## config.mk

```make
export PLATFORM = sky130hd
export DESIGN_NAME = program_ram_loader
export DESIGN_NICKNAME = d
export VERILOG_FILES = /design/src/rtl/program_ram_loader_pkg.sv /design/src/rtl/program_ram_loader_ram_256x8.sv /design/src/rtl/program_ram_loader.sv
export SDC_FILE = /design/constraint.sdc
export NUM_CORES = 2
export LEC_CHECK = 0
export CORE_UTILIZATION = 50
export CTS_BUF_LIST = sky130_fd_sc_hd__clkbuf_4 sky130_fd_sc_hd__clkbuf_8 sky130_fd_sc_hd__clkbuf_16
export CTS_CLUSTER_DIAMETER = 80
export DETAILED_ROUTE_END_ITERATION = 10
export PLACE_DENSITY_LB_ADDON = 0.2
export SETUP_SLACK_MARGIN = 0.02
export SLEW_MARGIN = 20
export SYNTH_ARGS = -nofsm -noshare
export SYNTH_HDL_FRONTEND = slang
export SYNTH_SLANG_ARGS = --single-unit
```

## constraint.sdc

```tcl
create_clock -name clk_qzt -period 6.35 [get_ports clk_qzt]
set_clock_uncertainty 0.05 [all_clocks]
set_input_delay 0.9525 -clock clk_qzt [delete_from_list [all_inputs] [get_ports clk_qzt]]
set_output_delay 0.9525 -clock clk_qzt [all_outputs]
set_load 0.005 [all_outputs]
```

## src/rtl/program_ram_loader_pkg.sv

```systemverilog
// -----------------------------------------------------------------------------
// program_ram_loader_pkg
// Shared definitions for the program RAM loader: FSM state encoding, header
// byte positions within the load stream, and the length-decoding rule in
// which a length byte of zero stands for a full 256-byte image.
// -----------------------------------------------------------------------------
package program_ram_loader_pkg;

    typedef enum logic [2:0] {
        ST_IDLE    = 3'd0,
        ST_LEN     = 3'd1,
        ST_LOAD    = 3'd2,
        ST_CHK     = 3'd3,
        ST_RELEASE = 3'd4,
        ST_RUN     = 3'd5,
        ST_ERR     = 3'd6
    } ld_state_e;

    // Position of each header field in the stream (byte0 = base, byte1 = N).
    localparam logic [0:0] HDR_BASE_IDX = 1'b0;
    localparam logic [0:0] HDR_LEN_IDX  = 1'b1;

    // A length byte of zero encodes a full 256-byte load.
    localparam logic [8:0] LEN_ZERO_MEANS_256 = 9'd256;

    // Expand the raw length byte into a data-byte count.
    function automatic logic [8:0] decode_len(input logic [7:0] len_byte);
        return (len_byte == 8'd0) ? LEN_ZERO_MEANS_256 : {1'b0, len_byte};
    endfunction

    // State that follows acceptance of a given header field.
    function automatic ld_state_e hdr_next_state(input logic [0:0] hdr_idx);
        return (hdr_idx == HDR_LEN_IDX) ? ST_LOAD : ST_LEN;
    endfunction

endpackage

```

## src/rtl/program_ram_loader_ram_256x8.sv

```systemverilog
// -----------------------------------------------------------------------------
// ram_256x8
// Synchronous RAM, one write port and one read port, registered read.
// A read of the address being written in the same cycle returns the old data.
// The storage array is never cleared; only the read register is reset.
//
// Ports:
//   clk    in   clock, rising edge
//   rst_n  in   asynchronous active-low reset of the read register
//   we     in   write enable
//   waddr  in   write address
//   wdata  in   write data
//   raddr  in   read address
//   rdata  out  registered read data (1-cycle latency)
// -----------------------------------------------------------------------------
module ram_256x8 #(
    parameter int AW = 8
) (
    input  logic          clk,
    input  logic          rst_n,
    input  logic          we,
    input  logic [AW-1:0] waddr,
    input  logic [7:0]    wdata,
    input  logic [AW-1:0] raddr,
    output logic [7:0]    rdata
);

    logic [7:0] mem_r [0:(2**AW)-1];

    // Storage write port
    always_ff @(posedge clk) begin
        if (we) begin
            mem_r[waddr] <= wdata;
        end
    end

    // Registered read port; old data on a same-address write
    always_ff @(posedge clk or negedge rst_n) begin
        if (!rst_n) begin
            rdata <= 8'd0;
        end else begin
            rdata <= mem_r[raddr];
        end
    end

endmodule

```

## src/rtl/program_ram_loader.sv

```systemverilog
// -----------------------------------------------------------------------------
// program_ram_loader
// 256x8 program/data RAM on the CPU data bus plus a byte-stream loader.
// Stream: base address, length N (0 = 256), then N data bytes. While loading
// the CPU is disabled; afterwards the CPU is enabled with reset held high for
// RST_HOLD rising edges of clk_in (sampled on clk_qzt), with the restart
// address set to base-1 so that execution begins at base. A new header byte
// in RUN starts another load.
//
// Optional build macro LOADER_CHECKSUM_EN: a checksum byte follows the data;
// base + N + data + checksum must be 0 mod 256, else the loader locks in an
// error state (ld_err=1, CPU disabled, loader stalled) until reset_n.
//
// Ports:
//   clk_qzt       in   system clock, all logic on rising edge
//   reset_n       in   asynchronous active-low reset
//   clk_in        in   CPU slave clock, sampled as data
//   cpu_addr      in   CPU memory address
//   cpu_wdata     in   CPU write data
//   cpu_we        in   CPU write enable
//   cpu_rdata     out  registered read data to CPU
//   ld_valid      in   loader byte valid
//   ld_data       in   loader byte
//   ld_ready      out  loader may transfer
//   cpu_en        out  CPU enable
//   cpu_reset     out  CPU reset request (active high)
//   cpu_res_addr  out  CPU restart address
//   busy          out  high from header accept until RUN
//   ld_err        out  checksum failure (LOADER_CHECKSUM_EN builds only)
// -----------------------------------------------------------------------------
module program_ram_loader
    import program_ram_loader_pkg::*;
#(
    parameter int AW       = 8,
    parameter int RST_HOLD = 2
) (
    input  logic          clk_qzt,
    input  logic          reset_n,
    input  logic          clk_in,
    input  logic [AW-1:0] cpu_addr,
    input  logic [7:0]    cpu_wdata,
    input  logic          cpu_we,
    output logic [7:0]    cpu_rdata,
    input  logic          ld_valid,
    input  logic [7:0]    ld_data,
    output logic          ld_ready,
    output logic          cpu_en,
    output logic          cpu_reset,
    output logic [AW-1:0] cpu_res_addr,
    output logic          busy
`ifdef LOADER_CHECKSUM_EN
    ,
    output logic          ld_err
`endif
);

    localparam int HW = (RST_HOLD < 2) ? 1 : $clog2(RST_HOLD);

    ld_state_e     state_r, state_s;
    logic [AW-1:0] base_r, base_s;
    logic [AW-1:0] ptr_r, ptr_s;
    logic [8:0]    cnt_r, cnt_s;
    logic [HW-1:0] hold_r, hold_s;
    logic          clk_in_d_r;
    logic          cpu_en_r, cpu_en_s;
    logic          cpu_reset_r, cpu_reset_s;
    logic [AW-1:0] res_addr_r, res_addr_s;
    logic          busy_r, busy_s;
    logic          ld_ready_r, ld_ready_s;
    logic          accept_s;
    logic          clk_in_rise_s;
    logic          go_release_s;
    logic          ld_wr_s;
    logic          cpu_wr_s;
    logic          ram_we_s;
    logic [AW-1:0] ram_waddr_s;
    logic [7:0]    ram_wdata_s;
`ifdef LOADER_CHECKSUM_EN
    logic [7:0]    sum_r, sum_s;
    logic [7:0]    chk_total_s;
    logic          ld_err_r, ld_err_s;
`endif

    assign accept_s      = ld_valid && ld_ready_r;
    assign clk_in_rise_s = clk_in && !clk_in_d_r;

    // Next-state and next-output logic of the loader FSM
    always_comb begin
        state_s      = state_r;
        base_s       = base_r;
        ptr_s        = ptr_r;
        cnt_s        = cnt_r;
        hold_s       = hold_r;
        cpu_en_s     = cpu_en_r;
        cpu_reset_s  = cpu_reset_r;
        res_addr_s   = res_addr_r;
        busy_s       = busy_r;
        go_release_s = 1'b0;
        ld_wr_s      = 1'b0;
`ifdef LOADER_CHECKSUM_EN
        sum_s        = sum_r;
        chk_total_s  = sum_r + ld_data;
        ld_err_s     = ld_err_r;
`endif
        case (state_r)
            ST_IDLE, ST_RUN: begin
                if (accept_s) begin
                    base_s   = ld_data[AW-1:0];
                    cpu_en_s = 1'b0;
                    busy_s   = 1'b1;
                    state_s  = hdr_next_state(HDR_BASE_IDX);
`ifdef LOADER_CHECKSUM_EN
                    sum_s    = ld_data;
`endif
                end else begin
                    state_s = state_r;
                end
            end
            ST_LEN: begin
                if (accept_s) begin
                    cnt_s   = decode_len(ld_data);
                    ptr_s   = base_r;
                    state_s = hdr_next_state(HDR_LEN_IDX);
`ifdef LOADER_CHECKSUM_EN
                    sum_s   = sum_r + ld_data;
`endif
                end else begin
                    state_s = state_r;
                end
            end
            ST_LOAD: begin
                if (accept_s) begin
                    ld_wr_s = 1'b1;
                    ptr_s   = ptr_r + AW'(1);
                    cnt_s   = cnt_r - 9'd1;
`ifdef LOADER_CHECKSUM_EN
                    sum_s   = sum_r + ld_data;
                    if (cnt_r == 9'd1) begin
                        state_s = ST_CHK;
                    end else begin
                        state_s = ST_LOAD;
                    end
`else
                    if (cnt_r == 9'd1) begin
                        go_release_s = 1'b1;
                    end else begin
                        state_s = ST_LOAD;
                    end
`endif
                end else begin
                    state_s = state_r;
                end
            end
`ifdef LOADER_CHECKSUM_EN
            ST_CHK: begin
                if (accept_s) begin
                    if (chk_total_s == 8'd0) begin
                        go_release_s = 1'b1;
                    end else begin
                        state_s  = ST_ERR;
                        cpu_en_s = 1'b0;
                        ld_err_s = 1'b1;
                    end
                end else begin
                    state_s = state_r;
                end
            end
`endif
            ST_RELEASE: begin
                // Each clk_in rise seen on clk_qzt counts toward the hold time.
                if (clk_in_rise_s) begin
                    if (hold_r == HW'(RST_HOLD - 1)) begin
                        cpu_reset_s = 1'b0;
                        busy_s      = 1'b0;
                        hold_s      = '0;
                        state_s     = ST_RUN;
                    end else begin
                        hold_s = hold_r + HW'(1);
                    end
                end else begin
                    hold_s = hold_r;
                end
            end
            ST_ERR: begin
                state_s = ST_ERR;
            end
            default: begin
                state_s = ST_IDLE;
            end
        endcase

        // Common entry into RELEASE: CPU restarts at base (PC = res_addr + 1).
        if (go_release_s) begin
            state_s     = ST_RELEASE;
            cpu_en_s    = 1'b1;
            cpu_reset_s = 1'b1;
            res_addr_s  = base_r - AW'(1);
            hold_s      = '0;
        end else begin
            res_addr_s = res_addr_s;
        end

        ld_ready_s = (state_s != ST_RELEASE) && (state_s != ST_ERR);
    end

    // FSM state, datapath and output registers
    always_ff @(posedge clk_qzt or negedge reset_n) begin
        if (!reset_n) begin
            state_r     <= ST_IDLE;
            base_r      <= '0;
            ptr_r       <= '0;
            cnt_r       <= 9'd0;
            hold_r      <= '0;
            clk_in_d_r  <= 1'b0;
            cpu_en_r    <= 1'b0;
            cpu_reset_r <= 1'b0;
            res_addr_r  <= '0;
            busy_r      <= 1'b0;
            ld_ready_r  <= 1'b1;
`ifdef LOADER_CHECKSUM_EN
            sum_r       <= 8'd0;
            ld_err_r    <= 1'b0;
`endif
        end else begin
            state_r     <= state_s;
            base_r      <= base_s;
            ptr_r       <= ptr_s;
            cnt_r       <= cnt_s;
            hold_r      <= hold_s;
            clk_in_d_r  <= clk_in;
            cpu_en_r    <= cpu_en_s;
            cpu_reset_r <= cpu_reset_s;
            res_addr_r  <= res_addr_s;
            busy_r      <= busy_s;
            ld_ready_r  <= ld_ready_s;
`ifdef LOADER_CHECKSUM_EN
            sum_r       <= sum_s;
            ld_err_r    <= ld_err_s;
`endif
        end
    end

    // Write-port mux: loader has priority; CPU writes only while running.
    assign cpu_wr_s    = cpu_we && cpu_en_r && !cpu_reset_r;
    assign ram_we_s    = ld_wr_s || cpu_wr_s;
    assign ram_waddr_s = ld_wr_s ? ptr_r : cpu_addr;
    assign ram_wdata_s = ld_wr_s ? ld_data : cpu_wdata;

    ram_256x8 #(
        .AW (AW)
    ) u_ram (
        .clk   (clk_qzt),
        .rst_n (reset_n),
        .we    (ram_we_s),
        .waddr (ram_waddr_s),
        .wdata (ram_wdata_s),
        .raddr (cpu_addr),
        .rdata (cpu_rdata)
    );

    assign ld_ready     = ld_ready_r;
    assign cpu_en       = cpu_en_r;
    assign cpu_reset    = cpu_reset_r;
    assign cpu_res_addr = res_addr_r;
    assign busy         = busy_r;
`ifdef LOADER_CHECKSUM_EN
    assign ld_err       = ld_err_r;
`endif

endmodule
```

# ---- After elaboration in Yosys (flattened, before gate mapping)
# Memories as Yosys holds them, arrays and structs flattened. A register that Yosys moved wholly into a read port is not among the register bits.
# Cells that the tools add are included.
dict set report op_classes {
  n_reduce_logical 25
  addsub 4
  muxes 37
  eq_ne 13
}
# operator count
set op_table {}
lappend op_table {{two-way mux 8 bit} 4}
lappend op_table {{two-way mux 9 bit} 3}
lappend op_table {{two-way mux 3 bit} 7}
lappend op_table {{two-way mux 1 bit} 19}
lappend op_table {{case mux 9 bit (2 select lines)} 1}
lappend op_table {{case mux 8 bit (2 select lines)} 1}
lappend op_table {{case mux 3 bit (5 select lines)} 1}
lappend op_table {{nonzero test 2 bit} 7}
lappend op_table {{inequality test 2 bit (second input constant)} 5}
lappend op_table {{== test 3 bit (second input constant)} 3}
lappend op_table {{== test 9 x 1 -> 1 bit (second input constant)} 1}
lappend op_table {{subtractor 9 x 1 -> 9 bit (second input constant)} 1}
lappend op_table {{adder 8 x 1 -> 8 bit (second input constant)} 1}
lappend op_table {{logical NOT 8 bit} 1}
lappend op_table {{subtractor 8 x 1 -> 8 bit (second input constant)} 1}
lappend op_table {{inequality test 3 bit (second input constant)} 2}
lappend op_table {{AND reduction 2 bit} 3}
lappend op_table {{AND reduction 3 bit} 2}
lappend op_table {{logical AND 1 bit} 5}
lappend op_table {{AND reduction 4 bit} 1}
lappend op_table {{== test 3 x 1 -> 1 bit (second input constant)} 1}
lappend op_table {{== test 3 x 2 -> 1 bit (second input constant)} 1}
lappend op_table {{logical NOT 1 bit} 3}
lappend op_table {{logical NOT 3 bit} 1}
lappend op_table {{other kinds (4)} 4}
dict set report totals {
  in_bits 29
  reg_bits 42
  out_inout_bits 20
  mem_bits_rw 2048
  mem_count 1
  word_cells 91
}
# memory depth word_bits read_ports rd_clocked_by_memory_dff wr line
set memory_table {}
lappend memory_table {u_ram.mem_r 256 8 1 1 1 program_ram_loader_ram_256x8.sv:28} ;# logic [7:0] mem_r [0:(2**AW)-1];

# ---- Longest topological paths before layout
dict set report logic_depth {
  word_depth 7
  ltp_mapped 13
  ltp_nobuf 7
}

# ---- Modules after synthesis
# A second synthesis with hierarchy kept.
dict set report unflattened {
  hier_cells 4029
  area_unflattened_um2 82416.5
}
# mod cells_per_inst area_per_inst_um2 seq_area_each_um2 instances
set by_module_without_submodules {}
lappend by_module_without_submodules {ram_256x8 3795 80038.0 61699.2 1}
lappend by_module_without_submodules {program_ram_loader 234 2378.5 1052.3 1}

# ---- Least setup slack after synthesis
# Ideal clock, no wire load.
dict set report synth_timing {
  kind {input-to-reg}
  from {input port ld_valid}
  to {memory u_ram.mem_r[0][0] (data pin)}
  t_arrival_ps 4849
  setup_time_ps 823
  t_required_ps 5477
  cell_stages 6
  n_path_buf 2
  path_slack_ps 629
  cell_sequence {nand2_1 > nor2_4 > buf_2 > buf_1 > nand2_1 > nand2_1}
}
dict set report synth_via {
  elab_chain_len 4
}
# item line
set synth_rtl {}
lappend synth_rtl {{start, declared} program_ram_loader.sv:44} ;# input logic ld_valid,
lappend synth_rtl {{logical AND 1 bit} program_ram_loader.sv:84} ;# assign accept_s = ld_valid && ld_ready_r;
lappend synth_rtl {{two-way mux 1 bit} program_ram_loader.sv:132} ;# if (accept_s) begin
lappend synth_rtl {{two-way mux 1 bit} program_ram_loader.sv:105} ;# case (state_r)
lappend synth_rtl {{two-way mux 8 bit} program_ram_loader.sv:247} ;# assign ram_wdata_s = ld_wr_s ? ld_data : cpu_wdata;
lappend synth_rtl {{named net ram_wdata_s[0]} program_ram_loader.sv:77} ;# logic [7:0] ram_wdata_s;
lappend synth_rtl {{end, declared} program_ram_loader_ram_256x8.sv:28}
# The timed path passes the listed nets, and every way through them passes these cells.

# ---- Worst setup path after layout
dict set report layout_timing {
  from {register state_r[0]}
  to {memory u_ram.mem_r[123][3] (enable)}
}
dict set report layout_via {
  elab_chain_len 5
  elab_cells_between_ends 6
  cone_classes {eq/ne: 1; mux: 4; reduce/logical: 1}
}
# item line
set layout_rtl {}
lappend layout_rtl {{start, declared} program_ram_loader.sv:59} ;# ld_state_e state_r, state_s;
lappend layout_rtl {{start signal, assigned} program_ram_loader.sv:225} ;# state_r <= state_s;
lappend layout_rtl {{== test 3 x 2 -> 1 bit (*)} program_ram_loader.sv:105}
lappend layout_rtl {{two-way mux 1 bit (*)} program_ram_loader.sv:105}
lappend layout_rtl {{logical OR 1 bit} program_ram_loader.sv:245} ;# assign ram_we_s = ld_wr_s || cpu_wr_s;
lappend layout_rtl {{two-way mux 1 bit} program_ram_loader_ram_256x8.sv:32} ;# if (we) begin
lappend layout_rtl {{two-way mux 1 bit (implied by the code)} program_ram_loader_ram_256x8.sv:33} ;# mem_r[waddr] <= wdata;
# Every way passes the cells marked *; elsewhere a longest branch is shown, timed or not.

==> flow_summary_export.csv <==
group,metric,value,unit
die,num_rows,148,
global_route,use_met2,38.0,%
place,place_congestion,0.875,
logic_synthesis,yosys.cell_types.count,74,
die,coreArea,163000,sq um
cts,hold_buffers,0,
pwr,power.switching,7.31,mW
cells_and_area,drive_gt1_share,22.0,%
cells_and_area,final_cell_area,91500,sq um
die,initial_utilization,50.4,%
logic_synthesis,ys.flop_type,"edfxtp_1",
timing,worst_pin_slew,1.21,ns
cts,clock-root-buffer,"clkbuf_16",
global_route,grt_usage,25.2,%
timing,hold_viol,0,
place,hpwlAfterDp,125000,microns
global_route,grt_pass1_wl,297000,microns
cts,clockBufferDepth,3,
global_route,grt_max_degree,141,
cells_and_area,final_cell_mix,"edfxtp_1, mux4_2, nor2_1",
place,pre_cts_slack,1.30,ns
pwr,p_leak,28.6,nW
timing,max_freq,0.225,GHz
logic_synthesis,synth_area_per_cell,20.4,sq um
drt,drt_wl_total,207000,microns
die,dieArea,166000,sq um
pwr,sequentialPowerShare,52.4,%
cells_and_area,syn_to_final_growth,11.6,%
cts,htreeDepth,4,
setup_path,worstSetupStartpointType,"flop",
cts,cts_resized,0,
pwr,power_frac_clock,38.6,%
setup_path,worstSetupEndpointType,"flop",
run,drv_cap,0,
global_route,grt-ovfl-total,0,
timing,finalCritPeriodShare,69.9,%
outcome,status,"complete, no violations",
global_route,use_met1,37.3,%
logic_synthesis,synth_edf_count,2048,
drt,via_per_inst,6.36,
logic_synthesis,syn_inst,4029,
setup_path,path_cells,"nor2b_2, nand2b_1, nor2_4, buf_4, nand2_1, o32ai_2, nand2_1, buf_4, nor2_1",
die,dieWidth,407,microns
pwr,power_density,338,nW/um^2
drt,post_drt_wl_per_cell,31.8,microns
cells_and_area,fin_nets,4177,
min_path,hp-class,"input port to asynchronous set/reset pin",
setup_path,crit_arrival,4.85,ns
logic_synthesis,async_reset_ff_share,2.38,%
global_route,grt.busiest_layer,"met2",
drt,dr.pass1.iters,6,
drt,dr_total_vias,41300,
setup_path,rr_worst_depth,9,
logic_synthesis,synth_nets,4062,
cts,cts-buffers-inserted,199,
global_route,grt_pass1_vias,40600,
setup_path,crit_buf_inv,2,
timing,rsz0062_at_grt,"false",
setup_path,critPathKind,"flop to flop",
cts,cts_tree,"yes",
place,portBuffers,48,
pwr,ir_drop,292,uV
setup_path,worstPathRequired,6.76,ns
setup_path,slowest_delay,0.67,ns
timing,max_slew_margin,19.3,%
drt,final_antenna_net_count,0,
setup_path,critPathSlowestCell,"nor2_1",
setup_path,critical_path_depth,9,
pwr,intPower,23.6,mW
cts,clkSlewWorstSetupHoldPaths,0.06,ns
pwr,power_frac_comb,9.0,%
cts,cts_setup_buffers,0,
die,fp.dieH,407,microns
setup_path,critical_path.top_delay_family,"simple AND/OR/NAND/NOR gates",
cells_and_area,final_common_cell,"edfxtp_1",
global_route,grtUsageMet3,5.34,%
cts,clock_latency,0.83,ns
logic_synthesis,netlist_area,82000,sq um
pwr,switching_share,23.7,%
drt,drc,0,
timing,final-setup-viol-count,0,
logic_synthesis,yosysWarnings,0,
cts,clock-sinks,2098,
setup_path,worstPathMaxFanout,19,
timing,setup_ws,1.91,ns
timing,fin_setup_tns,0,ns
logic_synthesis,ys_seq_area_share,76.5,%
logic_synthesis,ys_seq_elements,2098,
drt,drtIter0Drc,5232,
place,placed_area,84900,sq um
global_route,grt_antenna_before_repair,5,
timing,slew_violations,0,
die,ios,49,
timing,min_period,4.44,ns
-- state kept, by name, indices dropped and copies added, names as in the netlist, 3 cells and up --
signal        cells
base_r            8
cnt_r             9
cpu_res_addr      8
ptr_r             8
state_r           3
u_ram.mem_r    2048
u_ram.rdata       8
-- worst paths after layout --
| check | from | end | slack, ns |
|---|---|---|---|
| min in group clk_qzt | cpu_res_addr[5]$_DFFE_PN0P_ | cpu_res_addr[5]$_DFFE_PN0P_ | 0.43 |
| max | state_r[0]$_DFF_PN0_ | u_ram.mem_r[123][3]$_DFFE_PP_ | 1.91 |
| min reg2reg | cpu_res_addr[5]$_DFFE_PN0P_ | cpu_res_addr[5]$_DFFE_PN0P_ | 0.43 |
| min | reset_n | cnt_r[6]$_DFFE_PN0P_ | 0.21 |
| max reg2reg | state_r[0]$_DFF_PN0_ | u_ram.mem_r[123][3]$_DFFE_PP_ | 1.91 |
| max in group asynchronous | reset_n | u_ram.rdata[3]$_DFF_PN0_ | 5.54 |
-- power groups by stage --
| stage | combinational (mW) | sequential (mW) | clock, mW |
|---|---|---|---|
| finish | 2.77 | 16.2 | 11.9 |
| global route | 2.94 | 16.2 | 12.6 |
| CTS | 2.78 | 16.2 | 12.1 |
| detailed placement | 2.78 | 16.5 | 0 |
| global placement | 2.75 | 16.5 | 0 |
| floorplan | 1.53 | 16.6 | 0 |
-- per-stage QoR --
step	hold WS [ns]	utilization (%)	instances	total power, mW
floorplan	0.400	-	4029	18.2
global placement	0.414	52.2	6118	19.2
detailed placement	0.420	52.2	6118	19.3
CTS	0.189	56.2	6491	31.1
global route	0.246	56.2	6492	31.7
finish	0.210	56.2	6497	30.9
-- worst reg2reg max path, cell delays in order (launching register included) --
cell	delay, ns
dfrtp_1	0.45
nor2b_2	0.23
nand2b_1	0.30
nor2_4	0.46
buf_4	0.32
nand2_1	0.14
o32ai_2	0.28
nand2_1	0.66
buf_4	0.50
nor2_1	0.68
-- synthesized netlist by cell type (11+ instances only) --
| cell type | instances | area share (%) |
|---|---|---|
| buf_4 | 21 | 0.19 |
| edfxtp_1 | 2048 | 75 |
| a22oi_1 | 101 | 0.92 |
| nand2_1 | 114 | 0.52 |
| inv_1 | 13 | 0.060 |
| a211oi_1 | 27 | 0.25 |
| a221oi_1 | 36 | 0.38 |
| o221ai_1 | 30 | 0.32 |
| nand2b_1 | 13 | 0.099 |
| o22ai_1 | 42 | 0.32 |
| mux4_2 | 436 | 12 |
| mux2_2 | 13 | 0.18 |
| a21oi_1 | 96 | 0.59 |
| nor2b_1 | 12 | 0.092 |
| nand3_1 | 27 | 0.16 |
| dfrtp_1 | 49 | 1.5 |
| mux2i_1 | 148 | 1.8 |
| buf_6 | 28 | 0.38 |
| clkbuf_1 | 93 | 0.43 |
| buf_2 | 77 | 0.47 |
| o31ai_1 | 11 | 0.10 |
| a22o_1 | 47 | 0.50 |
| o21ai_0 | 65 | 0.40 |
| nor3_1 | 27 | 0.16 |
| nor2_1 | 289 | 1.3 |
-- cell families (layout without fill, tap and decap cells) --
family                     Yosys count  in the layout  share of synthesized area (%)
DFF                               2098           2098                           76.5
muxes                              597            597                           14.0
and+or+nand+nor                    548            548                           2.97
AOI/OAI and AO/OA                  514            514                           4.43
buffers and inverters              259            546                           1.95
xor gates and xnor gates             9              9                         0.0961
adders and majority gates            4              4                         0.0610
other                                0              6                              0
-- routing by layer --
layer	share of wire (%)	wire, microns	vias to the layer above
met5	0	0	-
met4	2.6	5470	0
met3	9.0	18700	326
met2	46	95600	2122
met1	42	86900	21900
li1	-	-	17000
-- layout make-up --
class	instances	area [sq um]
Timing Repair Buffer	159	1630
Inverter	14	52.6
Antenna cell	6	15.0
Clock buffer	249	5390
Clock inverter	124	1210
Tap cell	2175	2720
Multi-Input combinational cell	1672	17800
Fill cell	12000	71200
Sequential cell	2098	62800
Power figures use the tool's default switching activity.
